===== src/rtl/width_downsizer.sv =====
// Splits each IN_W-bit word into IN_W/OUT_W OUT_W-bit chunks; optional packet-last tracking via WDS_LAST_EN.
// Latency: 1 clk from in_fire to first chunk on out_data; back-to-back words stream at 1 chunk/clk.
// Backpressure: out_ready low freezes the current chunk; in_ready only rises when the final chunk leaves.
module width_downsizer #(
  parameter int IN_W      = 16,
  parameter int OUT_W     = 8,
  parameter bit MSB_FIRST = 1'b0
) (
  input  logic             clk,
  input  logic             rst_n,
  input  logic [IN_W-1:0]  in_data,
  input  logic             in_valid,
  output logic             in_ready,
  output logic [OUT_W-1:0] out_data,
  output logic             out_valid,
  input  logic             out_ready
`ifdef WDS_LAST_EN
  ,
  input  logic             in_last,
  output logic             out_last
`endif
);

  localparam int RATIO = IN_W / OUT_W;
  localparam int CW    = (RATIO > 1) ? $clog2(RATIO) : 1;
  localparam logic [CW-1:0] LAST_IDX = CW'(RATIO - 1);

  if (((IN_W % OUT_W) != 0) || (RATIO < 2)) begin : g_bad_cfg
    $error("width_downsizer: IN_W must be an integer multiple of OUT_W with IN_W/OUT_W >= 2");
  end

  typedef enum logic {
    EMPTY = 1'b0,
    BUSY  = 1'b1
  } state_t;

  state_t          state;
  logic [IN_W-1:0] hold;
  logic [CW-1:0]   cnt;
  logic            cnt_last;
  logic            in_fire;

  // Chunk k in emission order; MSB_FIRST flips which slice of the word that is.
  function automatic logic [OUT_W-1:0] chunk_of(input logic [IN_W-1:0] w, input int k);
    int idx;
    idx = MSB_FIRST ? (RATIO - 1 - k) : k;
    return w[idx*OUT_W +: OUT_W];
  endfunction

  assign cnt_last = (cnt == LAST_IDX);
  assign in_ready = (state == EMPTY) || ((state == BUSY) && cnt_last && out_ready);
  assign in_fire  = in_valid && in_ready;

`ifdef WDS_LAST_EN
  logic last_q;
`endif

  always_ff @(posedge clk or negedge rst_n) begin
    if (!rst_n) begin
      state     <= EMPTY;
      hold      <= '0;
      cnt       <= '0;
      out_data  <= '0;
      out_valid <= 1'b0;
`ifdef WDS_LAST_EN
      last_q    <= 1'b0;
      out_last  <= 1'b0;
`endif
    end else if (in_fire) begin
      // Covers both the idle load and the seamless reload on the final chunk.
      state     <= BUSY;
      hold      <= in_data;
      cnt       <= '0;
      out_data  <= chunk_of(in_data, 0);
      out_valid <= 1'b1;
`ifdef WDS_LAST_EN
      last_q    <= in_last;
      out_last  <= 1'b0;
`endif
    end else if ((state == BUSY) && out_ready) begin
      if (cnt_last) begin
        state     <= EMPTY;
        cnt       <= '0;
        out_valid <= 1'b0;
`ifdef WDS_LAST_EN
        out_last  <= 1'b0;
`endif
      end else begin
        cnt      <= cnt + 1'b1;
        out_data <= chunk_of(hold, int'(cnt) + 1);
`ifdef WDS_LAST_EN
        out_last <= last_q && ((cnt + 1'b1) == LAST_IDX);
`endif
      end
    end
  end

endmodule


===== config.mk =====
export PLATFORM = sky130hd
export DESIGN_NAME = width_downsizer
export DESIGN_NICKNAME = d
export VERILOG_FILES = /design/src/rtl/width_downsizer.sv
export SDC_FILE = /design/constraint.sdc
export NUM_CORES = 1
export LEC_CHECK = 0
export BUFFER_PORTS_ARGS = -buffer_cell sky130_fd_sc_hd__buf_2
export CORE_MARGIN = 2
export CORE_UTILIZATION = 37
export DETAILED_ROUTE_END_ITERATION = 16
export PLACE_DENSITY = 0.73
export RECOVER_POWER = 25
export SYNTH_ARGS = -nofsm -noshare
export SYNTH_HDL_FRONTEND = slang
export SYNTH_SLANG_ARGS = --single-unit

===== constraint.sdc =====
create_clock -name clk -period 1.64 [get_ports clk]
set_input_delay 0.246 -clock clk [delete_from_list [all_inputs] [get_ports clk]]
set_output_delay 0.246 -clock clk [all_outputs]
set_load 0.03 [all_outputs]

==> impl_metrics.py <==
metrics = {
    "power_and_ir_drop": {
        "power.share.combinational_pct": 45.9,
        "clock_power_share_pct": 11.6,
        "power_switching_share_pct": 42.94,
        "power_leakage_nw": 0.5006,
        "power_frac_seq_pct": 42.5,
        "ir_worst_vdd_v": 0.0008859,
        "switchingPower_mw": 0.7808,
        "p_int_mw": 1.037,
        "power_per_cell_area_nw_per_um2": 1880,
    },
    "yosys": {
        "number_of_distinct_standard_cells_referenced_by_the_synthesized_netlist": 15,
        "synth_seq_area_share_pct": 57.88,
        "synth.top_cells.by_area": "sky130_fd_sc_hd__dfrtp_1 (58%), sky130_fd_sc_hd__nand2_1 (14%), sky130_fd_sc_hd__a22oi_1 (4.8%)",
        "ys_ff_latch": 18,
        "post_synthesis_instance_area_um2": 778.2,
        "syn_area_per_cell_um2": 9.608,
        "synth_top_cell_area_share_pct": 57.88,
        "netlist_instances": 81,
        "postSynthNetCount": 101,
        "synth_top_cell_by_area": "sky130_fd_sc_hd__dfrtp_1",
        "yosysWarnings": 0,
    },
    "critical_path": {
        "cp.arrival_ns": 1.59,
        "setup.worst_path.start_class": "register",
        "cp.required_ns": 1.82,
        "worst_setup_path_end_kind": "register",
        "crit_path_max_fanout": 16,
        "criticalPathCategory": "register to register",
    },
    "clock_network": {
        "numCtsBuffers": 3,
        "clock-sinks": 18,
        "clock_tree_from_tritoncts": "built",
        "insertion_delay_ns": 0.29,
        "clock_tree.root_cell": "sky130_fd_sc_hd__clkbuf_4",
        "clk_pin_slew_worst_paths_ns": 0.09,
        "cts.htree.levels": 1,
        "post_cts_setup_repair_bufs": 0,
        "cts_max_path_buffers": 2,
    },
    "place": {
        "gpl.final_weighted_congestion": 0.7254,
        "io_buffers": 29,
        "post-place-ws_ns": 0.1532,
        "placedInstanceArea_um2": 934.6,
    },
    "timing": {
        "worst_slew_margin_rel_pct": 38.08,
        "timing.final.setup_violations": 0,
        "period_minus_slack_ns": 1.416,
        "grt_setup_unrepaired": "false",
        "totalNegativeSetupSlack_ns": 0,
        "hold_viol": 0,
        "maxSlewViolCount": 0,
        "fmaxAchievable_mhz": 706.4,
        "finalClockSkew_ns": 0.002105,
        "tightestPinTransition_ns": 0.9288,
        "timing.final.ws_setup_ns": 0.2243,
        "period_share_pct": 86.32,
    },
    "floorplan": {
        "dieArea_um2": 2486,
        "design.portCount": 30,
        "core-area_um2": 1982,
        "die-width_um": 49.86,
        "dieHeight_um": 49.86,
        "fp-row-count": 16,
        "start_util_pct": 39.27,
    },
    "routing": {
        "wl_met2_um": 698,
        "met3WireLength_um": 103,
        "drc_errors": 0,
        "drt-vias-per-instance": 4.691,
        "drtPass1Iterations": 4,
        "routed_wire_length_per_instance_um": 11.15,
        "totalWireLength_um": 1550,
        "top_layer": "met4",
        "drtAntennaViolNets": 0,
        "detailroute.via_count": 652,
        "drt_iter0_markers": 18,
        "drt-met1-wl_um": 703,
    },
    "finish": {
        "drive_gt1_share_pct": 31.25,
        "nNetsFinal": 134,
        "stdcell_area_um2": 967.2,
        "area_delta_synth_final_pct": 24.28,
        "number_of_inserted_diodes": 0,
    },
    "global_routing": {
        "antenna_found_initial": 0,
        "global_route.overflow_total": 0,
        "grt_pass1_wl_um": 2580,
        "first_global_vias": 575,
        "track_usage_pct": 14.20,
        "grt_start_max_net_pins": 19,
    },
    "run_status": {
        "run_status": "finished, final reports clean",
    },
    "flow_run": {
        "max_cap_viol_count": 0,
    },
    "worst_hold_path": {
        "hold_class": "input port to register",
    },
}
[worst paths after layout]
kind                             start           to  slack, ns  depth (start not counted)
max in group asynchronous        rst_n        state       0.47                          2
max                                cnt  out_data[0]       0.22                          4
min reg2reg                   hold[14]     hold[14]       0.47                          2
min                        in_data[15]     hold[15]       0.14                          3
max reg2reg                        cnt  out_data[0]       0.22                          4
min in group asynchronous        rst_n  out_data[0]       0.60                          2
[power groups by stage]
stage	logic, mW	registers, mW	clock network, mW
6_report	0.834	0.773	0.211
5_1_grt	0.926	0.801	0.240
4_1_cts	0.843	0.777	0.222
3_5_place_dp	0.837	0.788	0
3_3_place_gp	0.822	0.773	0
2_1_floorplan	0.419	0.987	0
[registers in the layout, summed over array words and instances, names as in the netlist]
| signal | cells |
|---|---|
| out_data | 8 |
| hold | 8 |
| cnt | 1 |
| state | 1 |
[logic make-up after synthesis]
group                     Yosys count  synth area share [%]
xor gates and xnor gates            1                 1.126
AOI/OAI and AO/OA                  17                 16.24
DFF                                18                 57.88
buffers and inverters               5                 4.824
and+or+nand+nor                    40                 19.94
[cells in the mapped netlist (all sizes together)]
cell type  count
a31oi          3
nand2         29
a31o           1
a21bo          1
and2           1
nor2           9
inv            2
a21oi          6
a2bb2oi        1
xnor2          1
buf            3
a22oi          5
dfrtp         18
nand2b         1
[critical path, cell delays in order (launching register included)]
cell and delay [ns]:
sky130_fd_sc_hd__dfrtp_1 0.45, sky130_fd_sc_hd__a21bo_4 0.24, sky130_fd_sc_hd__and2_2 0.29, sky130_fd_sc_hd__a22oi_1 0.23, sky130_fd_sc_hd__a21oi_1 0.09
[per-layer routing]
layer	vias up	GRT usage [%]
li1	333	-
met1	293	19.25
met2	21	20.44
met3	5	2.727
met4	0	9.722
met5	-	0
[cell type report]
type	instances	area, µm²
Inverter	2	7.507
Clock buffer	3	22.52
Tap cell	27	33.78
Fill cell	203	1015
Multi-Input combinational cell	58	291.5
Timing Repair Buffer	31	161.4
Sequential cell	18	450.4
[timing repair]
| action | CTS | global route |
|---|---|---|
| endpoints found under the setup margin | 0 | 2 |
| resized for setup | 0 | 1 |
| hold buffers | 1 | 0 |
| endpoints found under the hold margin | 18 | 0 |
[cell usage in the layout, fill, tap and decap left out]
master,n
sky130_fd_sc_hd__nand2_1,29
sky130_fd_sc_hd__buf_2,28
sky130_fd_sc_hd__dfrtp_1,18
sky130_fd_sc_hd__nor2_1,9
sky130_fd_sc_hd__a21oi_1,6
sky130_fd_sc_hd__a22oi_1,5
sky130_fd_sc_hd__a31oi_1,3
sky130_fd_sc_hd__clkbuf_4,3
sky130_fd_sc_hd__inv_1,2
sky130_fd_sc_hd__a21bo_4,1
sky130_fd_sc_hd__nand2b_1,1
sky130_fd_sc_hd__a2bb2oi_2,1
sky130_fd_sc_hd__and2_2,1
sky130_fd_sc_hd__xnor2_1,1
sky130_fd_sc_hd__a31o_1,1
sky130_fd_sc_hd__dlygate4sd3_1,1
sky130_fd_sc_hd__clkbuf_1,1
sky130_fd_sc_hd__buf_4,1
[through the flow]
| step | std cells | util [%] | hold slack [ns] | power (mW) |
|---|---|---|---|---|
| 6_report | 139 | 48.80 | 0.1417 | 1.818 |
| 3_5_place_dp | 135 | 47.16 | 0.1930 | 1.625 |
| 4_1_cts | 139 | 48.80 | 0.1334 | 1.842 |
| 2_1_floorplan | 81 | - | -0.04959 | 1.405 |
| 3_3_place_gp | 135 | 47.16 | 0.1866 | 1.595 |
| 5_1_grt | 139 | 48.80 | 0.1234 | 1.967 |
Power figures use the tool's default switching activity.
